File: src/rtl/logic_pkg.sv
// Shared definitions for the bitwise logic datapath: op encoding and a
// width-parametrised population count.
package logic_pkg;

    localparam int unsigned OP_W      = 3;
    localparam int unsigned POP_MAX_W = 1024;

    typedef enum logic [OP_W-1:0] {
        OP_AND   = 3'b000,
        OP_OR    = 3'b001,
        OP_XOR   = 3'b010,
        OP_XNOR  = 3'b011,
        OP_NAND  = 3'b100,
        OP_NOR   = 3'b101,
        OP_NOTA  = 3'b110,
        OP_PASSA = 3'b111
    } op_e;

    // Counts ones in the low 'width' bits; callers zero-extend into v.
    function automatic int unsigned popcount_w(input logic [POP_MAX_W-1:0] v,
                                               input int unsigned width);
        int unsigned n;
        n = 0;
        for (int unsigned i = 0; i < POP_MAX_W; i++) begin
            if (i < width) begin
                n = n + 32'(v[i]);
            end
        end
        return n;
    endfunction

endpackage

File: src/rtl/logic_stream_unit_bitwise_op.sv
// Combinational WIDTH-wide bitwise op mux feeding the first pipeline stage.
module bitwise_op
    import logic_pkg::*;
#(
    parameter int unsigned WIDTH = 8
) (
    input  logic [WIDTH-1:0] a,
    input  logic [WIDTH-1:0] b,
    input  op_e              op,
    output logic [WIDTH-1:0] y
);

    always_comb begin
        y = '0;
        unique case (op)
            OP_AND:   y = a & b;
            OP_OR:    y = a | b;
            OP_XOR:   y = a ^ b;
            OP_XNOR:  y = ~(a ^ b);
            OP_NAND:  y = ~(a & b);
            OP_NOR:   y = ~(a | b);
            OP_NOTA:  y = ~a;
            OP_PASSA: y = a;
            default:  y = '0;
        endcase
    end

endmodule

File: src/rtl/logic_stream_unit.sv
// Two-stage valid/ready bitwise logic unit with popcount and a saturating
// accumulator of ones over completed output transfers.
module logic_stream_unit
    import logic_pkg::*;
#(
    parameter  int unsigned WIDTH  = 8,
    parameter  int unsigned ACC_W  = 16,
    localparam int unsigned ONES_W = $clog2(WIDTH + 1)
) (
    input  logic              clk,
    input  logic              rst_n,
    input  logic              in_valid,
    output logic              in_ready,
    input  logic [WIDTH-1:0]  in_a,
    input  logic [WIDTH-1:0]  in_b,
    input  logic [OP_W-1:0]   in_op,
    output logic              out_valid,
    input  logic              out_ready,
    output logic [WIDTH-1:0]  out_y,
    output logic [ONES_W-1:0] out_ones,
    input  logic              acc_clr,
    output logic [ACC_W-1:0]  out_acc
);

    localparam logic [ACC_W-1:0] ACC_MAX = '1;

    logic              s1_valid_q, s1_valid_d;
    logic [WIDTH-1:0]  s1_y_q, s1_y_d;
    logic              s2_valid_q, s2_valid_d;
    logic [WIDTH-1:0]  s2_y_q, s2_y_d;
    logic [ONES_W-1:0] s2_ones_q, s2_ones_d;
    logic [ACC_W-1:0]  acc_q, acc_d;

    logic              ready_1, ready_2;
    logic              out_xfer;
    logic [WIDTH-1:0]  op_y;
    logic [ACC_W:0]    acc_sum;

    bitwise_op #(.WIDTH(WIDTH)) u_bitwise_op (
        .a  (in_a),
        .b  (in_b),
        .op (op_e'(in_op)),
        .y  (op_y)
    );

    always_comb begin
        ready_2    = !s2_valid_q || out_ready;
        ready_1    = !s1_valid_q || ready_2;
        out_xfer   = s2_valid_q && out_ready;

        s1_valid_d = s1_valid_q;
        s1_y_d     = s1_y_q;
        s2_valid_d = s2_valid_q;
        s2_y_d     = s2_y_q;
        s2_ones_d  = s2_ones_q;

        if (ready_1) begin
            s1_valid_d = in_valid;
            if (in_valid) begin
                s1_y_d = op_y;
            end
        end

        if (ready_2) begin
            s2_valid_d = s1_valid_q;
            if (s1_valid_q) begin
                s2_y_d    = s1_y_q;
                s2_ones_d = ONES_W'(popcount_w(POP_MAX_W'(s1_y_q), WIDTH));
            end
        end

        // One extra bit so the carry out of the add flags saturation.
        acc_sum = {1'b0, acc_q} + (ACC_W + 1)'(s2_ones_q);
        acc_d   = acc_q;
        if (acc_clr) begin
            acc_d = out_xfer ? ACC_W'(s2_ones_q) : '0;
        end else if (out_xfer) begin
            acc_d = acc_sum[ACC_W] ? ACC_MAX : acc_sum[ACC_W-1:0];
        end
    end

    always_ff @(posedge clk or negedge rst_n) begin
        if (!rst_n) begin
            s1_valid_q <= 1'b0;
            s1_y_q     <= '0;
            s2_valid_q <= 1'b0;
            s2_y_q     <= '0;
            s2_ones_q  <= '0;
            acc_q      <= '0;
        end else begin
            s1_valid_q <= s1_valid_d;
            s1_y_q     <= s1_y_d;
            s2_valid_q <= s2_valid_d;
            s2_y_q     <= s2_y_d;
            s2_ones_q  <= s2_ones_d;
            acc_q      <= acc_d;
        end
    end

    assign in_ready  = ready_1;
    assign out_valid = s2_valid_q;
    assign out_y     = s2_y_q;
    assign out_ones  = s2_ones_q;
    assign out_acc   = acc_q;

endmodule

File: config.mk
export PLATFORM = sky130hd
export DESIGN_NAME = logic_stream_unit
export DESIGN_NICKNAME = d
export VERILOG_FILES = /design/src/rtl/logic_pkg.sv /design/src/rtl/logic_stream_unit_bitwise_op.sv /design/src/rtl/logic_stream_unit.sv
export SDC_FILE = /design/constraint.sdc
export NUM_CORES = 1
export LEC_CHECK = 0
export BUFFER_PORTS_ARGS = -buffer_cell sky130_fd_sc_hd__buf_4
export CAP_MARGIN = 20
export CELL_PAD_IN_SITES_DETAIL_PLACEMENT = 1
export CELL_PAD_IN_SITES_GLOBAL_PLACEMENT = 1
export CORE_MARGIN = 2
export CORE_UTILIZATION = 46
export DETAILED_ROUTE_END_ITERATION = 8
export GPL_TIMING_DRIVEN = 0
export PLACE_DENSITY_LB_ADDON = 0.1
export SETUP_SLACK_MARGIN = 0.2
export SLEW_MARGIN = 5
export SYNTH_ARGS = -nofsm -noshare
export SYNTH_HDL_FRONTEND = slang
export SYNTH_SLANG_ARGS = --single-unit
File: constraint.sdc
create_clock -name clk -period 8.85 [get_ports clk]
set_clock_uncertainty 0.1 [all_clocks]
set_input_delay 1.3275 -clock clk [delete_from_list [all_inputs] [get_ports clk]]
set_output_delay 1.3275 -clock clk [all_outputs]
set_load 0.02 [all_outputs]
# Word level (Yosys, flattened, before mapping)
# Cells that the tools add are included.
# Widths: inputs -> output; s select.
[op_classes] n_mul=0 bitwise_logic=7 shifts=0 div=0 n_reduce_logical=9 n_mux=19 n_lt_le_gt_ge=0 eq_ne=7 addsub=8
[op_table] op="$pmux 8 s8" n=1
[op_table] op="$mux 4" n=15
[op_table] op="$mux 16" n=3
[op_table] op="$not 8->8" n=4
[op_table] op="$add 4x1->4" n=7
[op_table] op="$add 16x4->17" n=1
[op_table] op="$eq 3x3->1 const B" n=4
[op_table] op="$and 8x8->8" n=1
[op_table] op="$or 8x8->8" n=1
[op_table] op="$xor 8x8->8" n=1
[op_table] op="$eq 3x2->1 const B" n=2
[op_table] op="$reduce_and 2->1" n=2
[op_table] op="$eq 3x1->1 const B" n=1
[op_table] op="$logic_not 3->1" n=1
[op_table] op="$logic_not 1->1" n=2
[op_table] op="$logic_or 1x1->1" n=2
[op_table] op="$reduce_bool 2->1" n=1
[op_table] op="$logic_and 1x1->1" n=1
[totals] mem_bits_rw=0 input_bits=24 ff_bits=38 latchBits=0 mem_count=0 elab_cells=56 romBits=0

# Logic depth before layout (Yosys ltp)
# Gate-level depths: netlist of the first run.
[depth] depth_word=22 depth_mapped=12 ltp_nobuf=12

# Modules after synthesis
# From an unflattened synthesis of the first run, not the netlist that was laid out.
[hier_totals] cells_unflattened=318 area_unflattened_um2=3025.4
[by_module_without_submodules] mod="logic_stream_unit" seq_area_each_um2=950.9 area_per_inst_um2=2213.4 cells_per_inst=199 n_inst=1
[by_module_without_submodules] mod="bitwise_op" seq_area_each_um2=0.0 area_per_inst_um2=812.0 cells_per_inst=119 n_inst=1

# Least setup slack after synthesis of the first run
# Ideal clock, no wire load.
[synth_timing] path_type="reg-to-reg" start="reg s1_y_q[0]" end="reg s2_ones_q[3], in the netlist out_ones[3]" slack_ns=5.466 stages_incl_launch_ff=12 required_time_ns=8.681 t_arrival_ns=3.216 period_less_slack_ns=3.384 n_path_buf=0 setup_ns=0.069 cell_sequence="dfrtp_1 -> fa_1 -> ha_1 -> ha_1 -> ha_1 -> ha_1 -> ha_1 -> nand2_1 -> a2111oi_2 -> nor2_1 -> a311o_1 -> nand3_1"
[synth_via] elab_chain_cells=21
[synth_lines] item="start: declaration" line="logic_stream_unit.sv:28" text="logic [WIDTH-1:0] s1_y_q, s1_y_d;"
[synth_lines] item="start signal: assignment" line="logic_stream_unit.sv:92" text="s1_y_q <= s1_y_d;"
[synth_lines] item="$mux 4" line="logic_stream_unit.sv:66" text="if (s1_valid_q) begin"
[synth_lines] item="$mux 4" line="logic_stream_unit.sv:64" text="if (ready_2) begin"
[synth_lines] item="$add 4x1->4" line="logic_pkg.sv:26" text="n = n + 32'(v[i]);"
[synth_lines] item="$mux 4" line="logic_stream_unit.sv:66"
[synth_lines] item="$mux 4" line="logic_stream_unit.sv:64"
[synth_lines] item="$add 4x1->4" line="logic_pkg.sv:26"
[synth_lines] item="$mux 4" line="logic_stream_unit.sv:66"
[synth_lines] item="$mux 4" line="logic_stream_unit.sv:64"
[synth_lines] item="(+5 left out)"
[synth_lines] item="$mux 4" line="logic_stream_unit.sv:64"
[synth_lines] item="$add 4x1->4" line="logic_pkg.sv:26"
[synth_lines] item="$mux 4" line="logic_stream_unit.sv:66"
[synth_lines] item="$mux 4" line="logic_stream_unit.sv:64"
[synth_lines] item="$add 4x1->4" line="logic_pkg.sv:26"
[synth_lines] item="$mux 4" line="logic_stream_unit.sv:66"
[synth_lines] item="$mux 4" line="logic_stream_unit.sv:64"
[synth_lines] item="$add 4x1->4" line="logic_pkg.sv:26"
[synth_lines] item="end signal: assignment" line="logic_stream_unit.sv:95" text="s2_ones_q <= s2_ones_d;"
[synth_lines] item="end: declaration" line="logic_stream_unit.sv:31" text="logic [ONES_W-1:0] s2_ones_q, s2_ones_d;"
# No other way between the ends. The select of a mux whose other input is x is not followed.
# A chain may end at the register's enable or synchronous reset.

# Worst setup path after layout of the first run
# Same ends and word-level chain as after synthesis.

==> run_results.csv, run 1 <==
group,metric,value,unit
outcome,status,"completed",
global_route,grt_pass1_wl,12100,um
yosys,ys_ff_latch,38,
yosys,yosys_most_used_dff,"dfrtp_1",
placement,place.gp.congestion,0.726,
detailed_routing,drtIter0Drc,55,
pwr,finalPower,0.776,mW
die,core.rowCount,29,
die,die_height,84.8,um
global_route,grtUsageMet3,3.15,%
yosys,yosysUniqueCellTypes,57,
die,ios,54,
global_route,gr-usage-met1,25.2,%
yosys,synth_fp_nets,387,
yosys,yosys.area.top_type,"dfrtp_1",
pwr,p_clk_share,14.9,%
die,start_util,47.5,%
global_route,grt.total_usage,20.6,%
die,die_w,84.8,um
final_layout,num_antenna_cells,0,
cts,root_buffer,"clkbuf_8",
yosys,syn_area_per_cell,9.15,sq um
critical_path,r2r-end,"out_ones[3]$_DFFE_PN0P_",
yosys,ys_seq_area_share,31.7,%
critical_path,r2r_cells,11,
global_route,grt_overflow,0,
cts,cts.sinks,38,
final_layout,final_cells,463,
flow_run,cap_violations,0,
final_layout,layout.nets,445,
cts,postCtsHoldBufs,0,
cts,htree_levels,2,
hold_path,worstHoldPathType,"reg -> reg",
critical_path,crit_type,"reg -> reg",
placement,place_inst,456,
pwr,p_int,0.456,mW
detailed_routing,drt_wl_total,7110,um
global_route,busiest_layer,"met2",
global_route,use_met2,37.2,%
critical_path,worstPathMaxFanout,6,
cts,post-cts-setup-buffer-count,0,
placement,dp_hpwl,5630,um
cts,cts-resized-gates,0,
final_layout,finalCoreUtilization,56.4,%
critical_path,crit_required,8.98,ns
cts,clk_pin_slew_worst_paths,0.07,ns
critical_path,startpoint,"s1_y_q[0]$_DFFE_PN0P_",
pwr,power_density,218,mW/mm^2
timing,worst_slew_pin_slew,0.570,ns
critical_path,path_common_cell,"ha_1",
global_route,grt_max_degree,39,
die,die_area,0.00719,sq mm
timing,holdWs,0.397,ns
yosys,synth_edf_count,0,
critical_path,slowest_delay,0.52,ns
critical_path,ff2ff_setup_slack,5.15,ns
detailed_routing,vias,2548,
timing,final_max_slew_viol_count,0,
timing,slew_headroom,62.0,%
pwr,pwr-share-seq,31.6,%
pwr,p_sw,0.320,mW
pwr,leakagePower,1.72,nW
detailed_routing,detail-route-antenna-nets,0,
die,core-area,0.00631,sq mm
placement,placed_area,0.00348,sq mm
detailed_routing,first_pass_iters,4,
global_route,grt_pass1_vias,2628,
cts,numCtsBuffers,5,
global_route,antenna_found_initial,0,
timing,setup_ws,5.15,ns
critical_path,end_kind,"register",
detailed_routing,avgViaCountPerCell,5.50,
timing,period_minus_slack,3.70,ns
yosys,synthArstFlopShare,100,%
hold_path,hp-start,"out_y[5]$_DFFE_PN0P_",
timing,setup_tns,0,ns
timing,finalSetupViolCount,0,
critical_path,critPathArrivalTime,3.82,ns
timing,fmax,271,MHz
critical_path,start_kind,"register",
detailed_routing,drc,0,
timing,hold_viol_final,0,
cts,cts_buffer_depth,2,
final_layout,drive_gt1_share,18.9,%
pwr,peakVddDrop,0.195,mV
pwr,pwr-share-comb,53.5,%
yosys,netlist_instances,328,
critical_path,crit_end,"out_ones[3]$_DFFE_PN0P_",
critical_path,crit_path_top_delay_cell,"fa_1",
critical_path,cp_cell_sequence,"fa_1 > ha_1 > ha_1 > ha_1 > ha_1 > ha_1 > nand2_1 > a2111oi_2 > nor2_1 > a311o_1 > nand3_1",
yosys,synth_warnings,0,
timing,period_share,41.8,%
placement,port_buffers,51,
detailed_routing,wire_per_inst,15.4,um
yosys,yosys.area.top_type_share,31.7,%
pwr,p_sw_share,41.3,%
placement,place_ws,5.17,ns
yosys,synthTopCellsByArea,"dfrtp_1 (32%), ha_1 (14%), xnor2_1 (4.7%), mux2_1 (3.8%), mux2i_1 (3.7%)",
yosys,syn_area,0.00300,sq mm
final_layout,synthToLayoutAreaGrowth,18.6,%
cts,clk_latency,0.29,ns
cts,cts_tree,"yes",
final_layout,stdcell_area,0.00356,sq mm
critical_path,reg2reg_from,"s1_y_q[0]$_DFFE_PN0P_",
timing,rsz0062_at_grt,"false",
-- sequential cells by signal, indices dropped and copies added (netlist names) --
| signal | cells |
|---|---|
| out_y | 8 |
| s1_y_q | 8 |
| s1_valid_q | 1 |
| out_acc | 16 |
| out_valid | 1 |
| out_ones | 4 |
-- cell type report --
class / instances / area (sq um)
Sequential cell: 38 / 951
Tap cell: 77 / 96.3
Multi-Input combinational cell: 252 / 1890
Clock inverter: 1 / 7.51
Clock buffer: 6 / 72.6
Buffer: 14 / 66.3
Timing Repair Buffer: 51 / 383
Inverter: 24 / 90.1
Fill cell: 768 / 2750
-- cell usage in the layout, fill, tap and decap left out, types with 10 or more instances in the layout --
cell,instances
buf_4,52
dfrtp_1,38
ha_1,33
nand2_1,25
nor2_1,25
inv_1,24
o21ai_1,18
a21oi_1,17
xnor2_1,16
nand3_1,12
mux2i_1,11
mux2_1,10
-- worst min-delay path by stage --
stage	cells past startpoint	endpoint	slack, ns
2_1_floorplan	2	s1_y_q[7]$_DFFE_PN0P_	0.38
3_3_place_gp	1	out_y[7]$_DFFE_PN0P_	0.38
3_5_place_dp	1	out_y[5]$_DFFE_PN0P_	0.38
4_1_cts	1	out_y[5]$_DFFE_PN0P_	0.40
5_1_grt	1	out_y[5]$_DFFE_PN0P_	0.41
6_report	1	out_y[5]$_DFFE_PN0P_	0.40
-- synthesized netlist by cell type, drive strengths merged (2+ instances only) --
master and instances:
clkbuf 8, a21o 4, dfrtp 38, o21bai 3, and2 2, nor2b 3
a31oi 7, and3 4, inv 24, o31ai 2, o22ai 3, mux2 10
o21a 2, ha 33, nand3b 2, a41o 2, nand3 12, a21oi 17
nor3b 2, o21ai 20, and2b 2, a211oi 4, xnor2 17, o211ai 4
nor3 5, mux2i 11, fa 2, buf 6, nand4 4, nand2b 9
nand2 28, nor2 25
-- power by group through the flow --
| stage | Clock [mW] | Sequential, mW | Combinational [mW] |
|---|---|---|---|
| finish | 0.116 | 0.245 | 0.415 |
| global route | 0.126 | 0.250 | 0.458 |
| CTS | 0.120 | 0.245 | 0.420 |
| detailed placement | 0 | 0.249 | 0.418 |
| global placement | 0 | 0.247 | 0.397 |
| floorplan | 0 | 0.270 | 0.265 |
-- logic make-up (layout without fill, tap and decap cells) --
| kind of cell | count (synthesis) | after routing | synth area share (%) |
|---|---|---|---|
| AND/OR/NAND/NOR | 102 | 102 | 17.6 |
| adder cells (fa/ha/maj) | 36 | 36 | 15.4 |
| multiplexers | 21 | 21 | 7.42 |
| XOR/XNOR | 19 | 19 | 6.92 |
| AO/OA/AOI/OAI | 74 | 74 | 15.8 |
| flip-flops | 38 | 38 | 31.7 |
| buffers and inverters | 38 | 96 | 5.21 |
-- per-layer routing --
layer	routed length (um)	up-vias
li1	-	1268
met1	3220	1229
met2	3590	42
met3	205	9
met4	87	0
met5	0	-
-- worst max-delay path: cells and delay by family, from the launching register on --
family | cells | cell delay (ns)
compound gates | 2 | 0.67
fa+ha+maj | 6 | 2.12
flops | 1 | 0.43
simple gates | 3 | 0.31
No activity file was read; power rests on OpenSTA's default activity.
==> inputs of run 2 (changes only) <==
--- a/config.mk
+++ b/config.mk
@@ -10,7 +10,7 @@
 export CELL_PAD_IN_SITES_DETAIL_PLACEMENT = 1
 export CELL_PAD_IN_SITES_GLOBAL_PLACEMENT = 1
 export CORE_MARGIN = 2
-export CORE_UTILIZATION = 46
+export CORE_UTILIZATION = 43
 export DETAILED_ROUTE_END_ITERATION = 8
 export GPL_TIMING_DRIVEN = 0
 export PLACE_DENSITY_LB_ADDON = 0.1
==> constraint.sdc (replaced) <==
create_clock -name clk -period 3.6 [get_ports clk]
set_clock_uncertainty 0.1 [all_clocks]
set_input_delay 0.54 -clock clk [delete_from_list [all_inputs] [get_ports clk]]
set_output_delay 0.54 -clock clk [all_outputs]
set_load 0.02 [all_outputs]
==> run 2 against run 1 <==
  * Power rose to 2.8 times the previous value
  * Sequential share of layout area shrank 1.1 points
  * Clock power rose to 3.9 times the previous value
  * Clock-buffer cell count unchanged
  * Critical path type unchanged
  * Largest cell class unchanged
==> run_results.csv, run 2 (synthesis gave the netlist of run 1 again) <==
group,metric,value,unit
critical_path,critPathArrivalTime,3.32,ns
timing,period_minus_slack,3.25,ns
cts,cts_buffer_depth,2,
cts,postCtsHoldBufs,0,
detailed_routing,first_pass_iters,4,
timing,hold_viol_final,0,
final_layout,largest_register_ffs,16,
die,core.rowCount,30,
critical_path,reg2reg_from,"s1_y_q[0]$_DFFE_PN0P_",
cts,htree_levels,2,
timing,setup_ws,0.352,ns
timing,slew_headroom,61.7,%
cts,root_buffer,"clkbuf_8",
final_layout,synthToLayoutAreaGrowth,23.6,%
placement,place.gp.congestion,0.759,
critical_path,ff2ff_setup_slack,0.35,ns
pwr,power_density,595,mW/mm^2
final_layout,finalCoreUtilization,54.9,%
pwr,leakagePower,1.76,nW
detailed_routing,avgViaCountPerCell,5.42,
critical_path,r2r-end,"out_ones[3]$_DFFE_PN0P_",
timing,final_max_slew_viol_count,0,
cts,cts.sinks,38,
die,core-area,0.00676,sq mm
timing,setup_tns,0,ns
critical_path,crit_required,3.67,ns
final_layout,final_common_cell,"buf_4",
placement,placed_area,0.00348,sq mm
placement,port_buffers,51,
pwr,peakVddDrop,0.280,mV
timing,period_share,90.2,%
final_layout,layout_common_cells,"buf_4 (54), dfrtp_1 (38), ha_1 (28)",
final_layout,layout.nets,447,
global_route,grt.total_usage,21.0,%
cts,cts_tree,"yes",
timing,worst_slew_pin_slew,0.574,ns
global_route,antenna_found_initial,0,
detailed_routing,drt_wl_total,7210,um
cts,numCtsBuffers,5,
placement,dp_hpwl,5620,um
hold_path,worstHoldPathType,"in -> async",
timing,fmax,308,MHz
die,start_util,44.4,%
placement,place_ws,-0.0820,ns
die,ios,54,
critical_path,r2r_cells,11,
cts,clk_pin_slew_worst_paths,0.08,ns
detailed_routing,vias,2543,
critical_path,start_kind,"register",
global_route,grt_overflow,0,
detailed_routing,wire_per_inst,15.4,um
critical_path,crit_type,"reg -> reg",
global_route,grt_pass1_vias,2771,
detailed_routing,drtIter0Drc,47,
final_layout,drive_gt1_share,21.3,%
outcome,status,"completed",
die,die_area,0.00767,sq mm
critical_path,end_kind,"register",
die,die_height,87.6,um
detailed_routing,detail-route-antenna-nets,0,
cts,clk_latency,0.29,ns
global_route,grt_max_degree,39,
flow_run,cap_violations,0,
timing,finalSetupViolCount,0,
timing,rsz0062_at_grt,"false",
detailed_routing,drc,0,
final_layout,num_antenna_cells,0,
die,die_w,87.6,um
final_layout,stdcell_area,0.00371,sq mm
global_route,grt_pass1_wl,12900,um
critical_path,worstPathMaxFanout,4,
[run 2: critical path: stages, from the launching register on]
cell      delay [ns]
dfrtp_1         0.41
fa_2            0.61
ha_4            0.22
ha_4            0.22
ha_1            0.26
xnor2_4         0.26
ha_4            0.25
and2_2          0.18
a221o_1         0.25
nand4b_1        0.12
a311o_1         0.17
nand3_1         0.08
[run 2: through the flow]
step	cells	power (mW)	hold slack, ns
6_report	469	2.21	0.109
5_1_grt	469	2.40	0.133
4_1_cts	469	2.19	0.127
3_5_place_dp	459	1.63	0.395
3_3_place_gp	459	1.59	0.378
2_1_floorplan	328	1.32	0.144
[run 2: worst max-delay path by stage]
stage / start / endpoint / slack (ns)
finish: s1_y_q[0]$_DFFE_PN0P_ / out_ones[3]$_DFFE_PN0P_ / 0.35
global route: s1_y_q[0]$_DFFE_PN0P_ / out_ones[3]$_DFFE_PN0P_ / 0.21
CTS: s1_y_q[0]$_DFFE_PN0P_ / out_ones[3]$_DFFE_PN0P_ / 0.23
detailed placement: s1_y_q[0]$_DFFE_PN0P_ / out_ones[3]$_DFFE_PN0P_ / -0.08
global placement: s1_y_q[0]$_DFFE_PN0P_ / out_ones[3]$_DFFE_PN0P_ / 0.01
floorplan: s1_y_q[0]$_DFFE_PN0P_ / out_ones[3]$_DFFE_PN0P_ / 0.22
[run 2: power breakdown]
group          leakage, nW  switching (mW)  internal (mW)  total [mW]
clock               0.0714           0.155          0.296       0.451
combinational         1.20           0.575          0.577        1.15
sequential           0.488          0.0952          0.510       0.606
[run 2: cell type report]
cell class | instances | area, sq um
Timing Repair Buffer | 53 | 398
Inverter | 24 | 90.1
Buffer | 14 | 66.3
Clock buffer | 6 | 82.6
Clock inverter | 2 | 60.1
Tap cell | 80 | 100
Fill cell | 800 | 3050
Sequential cell | 38 | 951
Multi-Input combinational cell | 252 | 1960
[run 2: what timing repair did]
action / 4_1_cts / 5_1_grt
setup endpoints to repair: 2 / 2
pin swaps: 0 / 2
resized for setup: 6 / 2
setup buffers: 2 / 0
[run 2: layer usage]
layer  GRT usage (%)  up-vias  share of wire [%]
met5               0        -                  0
met4            4.76        0                1.3
met3            2.64        9                2.4
met2            39.5       39                 54
met1            25.5     1221                 43
li1                -     1274                  -
==> inputs of run 3 (changes only) <==
--- a/config.mk
+++ b/config.mk
@@ -5,12 +5,13 @@
 export SDC_FILE = /design/constraint.sdc
 export NUM_CORES = 1
 export LEC_CHECK = 0
+export ABC_AREA = 1
 export BUFFER_PORTS_ARGS = -buffer_cell sky130_fd_sc_hd__buf_4
 export CAP_MARGIN = 20
 export CELL_PAD_IN_SITES_DETAIL_PLACEMENT = 1
 export CELL_PAD_IN_SITES_GLOBAL_PLACEMENT = 1
 export CORE_MARGIN = 2
-export CORE_UTILIZATION = 43
+export CORE_UTILIZATION = 41
 export DETAILED_ROUTE_END_ITERATION = 8
 export GPL_TIMING_DRIVEN = 0
 export PLACE_DENSITY_LB_ADDON = 0.1
==> run 3 against run 2 <==
  * Worst hold slack worse by 0.0028 ns
  * Combinational power down 26%
  * Power down 20%
  * Area after synthesis up 2.0%
  * Sequential power down 2%
  * Utilization down 4.2 points
  * Register-to-register slack better by 0.22 ns
  * Die area up 6.7%
  * Cell area down 0.78%
  * Non-clock buffer count down 10
  * First-iteration DRC count rose to 2.9 times the previous value
  * Sequential share of layout area up 0.20 points
  * Critical path type unchanged
==> run_results.csv, run 3 <==
group,metric,value,unit
timing,hold_viol_final,0,
die,start_util,42.2,%
final_layout,layout_common_cells,"nand2_1 (119), inv_1 (59), buf_4 (53)",
yosys,synthArstFlopShare,100,%
cts,clk_pin_slew_worst_paths,0.08,ns
timing,finalSetupViolCount,0,
detailed_routing,vias,3019,
detailed_routing,avgViaCountPerCell,5.20,
die,core.rowCount,31,
critical_path,start_kind,"register",
detailed_routing,drtIter0Drc,135,
final_layout,final_common_cell,"nand2_1",
global_route,grt.total_usage,22.5,%
cts,cts_buffer_depth,2,
detailed_routing,drc,0,
placement,place_inst,573,
yosys,yosys-top-cells-count,"nand2_1 (119), inv_1 (59), dfrtp_1 (38), ha_1 (33)",
timing,final_max_slew_viol_count,0,
placement,place.gp.congestion,0.846,
cts,clk_latency,0.29,ns
cts,post-cts-setup-buffer-count,0,
cts,cts-resized-gates,0,
global_route,antenna_found_initial,0,
critical_path,crit_required,3.72,ns
critical_path,critPathArrivalTime,3.16,ns
yosys,synth_warnings,0,
final_layout,synthToLayoutAreaGrowth,20.1,%
timing,worst_slew_pin_slew,0.628,ns
pwr,power_density,479,mW/mm^2
final_layout,layout.nets,540,
yosys,syn_area_per_cell,7.28,sq um
detailed_routing,drt_wl_total,8540,um
die,die_w,90.4,um
yosys,ys_seq_area_share,31.0,%
cts,cts.sinks,38,
timing,period_minus_slack,3.03,ns
timing,period_share,84.2,%
cts,cts_tree,"yes",
detailed_routing,wire_per_inst,14.7,um
cts,postCtsHoldBufs,0,
critical_path,worstPathMaxFanout,3,
cts,htree_levels,2,
cts,numCtsBuffers,5,
pwr,leakagePower,1.93,nW
pwr,peakVddDrop,0.129,mV
hold_path,worstHoldPathType,"in -> async",
global_route,grt_pass1_vias,3223,
timing,fmax,330,MHz
yosys,ys_ff_latch,38,
timing,slew_headroom,57.8,%
detailed_routing,detail-route-antenna-nets,0,
outcome,status,"completed",
final_layout,num_antenna_cells,0,
yosys,yosys.area.top_type_share,31.0,%
die,die_height,90.4,um
yosys,netlist_instances,421,
die,ios,54,
yosys,synthTopCellsByArea,"dfrtp_1 (31%), nand2_1 (15%), ha_1 (13%), inv_1 (7.2%), nand3_1 (4.4%)",
yosys,yosysUniqueCellTypes,36,
timing,setup_tns,0,ns
critical_path,end_kind,"register",
final_layout,stdcell_area,0.00368,sq mm
yosys,synth_edf_count,0,
flow_run,cap_violations,0,
global_route,grt_overflow,0,
yosys,yosysMostFrequentCell,"nand2_1",
placement,placed_area,0.00358,sq mm
global_route,grt_max_degree,39,
die,core-area,0.00725,sq mm
final_layout,drive_gt1_share,17.2,%
yosys,syn_area,0.00306,sq mm
critical_path,crit_type,"reg -> reg",
final_layout,final_cells,581,
detailed_routing,first_pass_iters,4,
timing,rsz0062_at_grt,"false",
cts,root_buffer,"clkbuf_8",
die,die_area,0.00818,sq mm
yosys,synth_fp_nets,480,
yosys,yosys.area.top_type,"dfrtp_1",
final_layout,largest_register_ffs,16,
placement,dp_hpwl,6820,um
placement,port_buffers,53,
yosys,yosys_most_used_dff,"dfrtp_1",
global_route,grt_pass1_wl,15100,um
[run 3: cell count changes after synthesis, moves of 6 or more]
cell,previous run,this run
inv_1,24,59
xnor2_1,16,2
o21ai_1,18,6
mux2_1,10,0
nand3_1,12,27
nand3_2,0,6
o21ai_0,2,23
nand2b_1,9,0
nand2_1,25,119
a21oi_1,17,11
mux2i_1,11,0
[run 3: path summary, 6_finish.rpt]
| kind | startpoint | slack [ns] | cells past startpoint | endpoint |
|---|---|---|---|---|
| max | s1_y_q[0]$_DFFE_PN0P_ | 0.57 | 9 | out_ones[2]$_DFFE_PN0P_ |
| min | rst_n | 0.11 | 1 | out_y[3]$_DFFE_PN0P_ |
| max reg2reg | s1_y_q[0]$_DFFE_PN0P_ | 0.57 | 9 | out_ones[2]$_DFFE_PN0P_ |
| min reg2reg | out_y[3]$_DFFE_PN0P_ | 0.40 | 2 | out_y[3]$_DFFE_PN0P_ |
| min in group clk | out_y[3]$_DFFE_PN0P_ | 0.40 | 2 | out_y[3]$_DFFE_PN0P_ |
| max in group asynchronous | rst_n | 2.93 | 1 | s1_y_q[7]$_DFFE_PN0P_ |
[run 3: stage by stage]
step	setup WS, ns	total power [mW]	utilization [%]	hold WS [ns]
5_1_grt	0.411	1.93	50.7	0.144
2_1_floorplan	0.701	1.17	-	0.144
3_3_place_gp	0.595	1.42	49.4	0.369
6_report	0.567	1.76	50.7	0.106
3_5_place_dp	0.550	1.48	49.4	0.393
4_1_cts	0.551	1.80	50.7	0.133
[run 3: area by class of cell]
cell class	count	area (sq um)
repair buffers	53	398
multi-input cells	318	1870
fillers	978	3570
clock buffers	6	82.6
inverters	61	230
clock inverters	2	12.5
plain buffers	4	15.0
flip-flops and latches	38	951
well taps	99	124
[run 3: per-layer routing]
layer / up-vias / part of all wire (%) / global-route usage (%)
met1: 1464 / 46 / 28.9
met4: 0 / 0.84 / 6.15
met5: - / 0 / 0
met2: 42 / 50 / 39.8
li1: 1507 / - / -
met3: 6 / 2.7 / 3.09
[run 3: kinds of logic (layout without fill, tap and decap cells)]
kind of cell / Yosys count / count (layout) / synth area share, %
and+or+nand+nor: 204 / 204 / 29.9
AOI/OAI and AO/OA: 72 / 72 / 14.3
buffers and inverters: 65 / 126 / 8.01
DFF: 38 / 38 / 31.0
adders and majority gates: 35 / 35 / 14.8
xor gates and xnor gates: 7 / 7 / 2.00
[run 3: worst max-delay path: stages, from the launching register on]
cell      delay [ns]
dfrtp_1         0.42
fa_1            0.52
ha_1            0.32
ha_1            0.31
ha_1            0.28
ha_1            0.20
ha_1            0.29
ha_1            0.22
nand3b_1        0.16
a31oi_1         0.16
[run 3: power breakdown]
group	switching, mW	leakage (nW)	internal (mW)
registers	0.0835	0.496	0.511
logic	0.507	1.39	0.348
clock network	0.160	0.0472	0.154
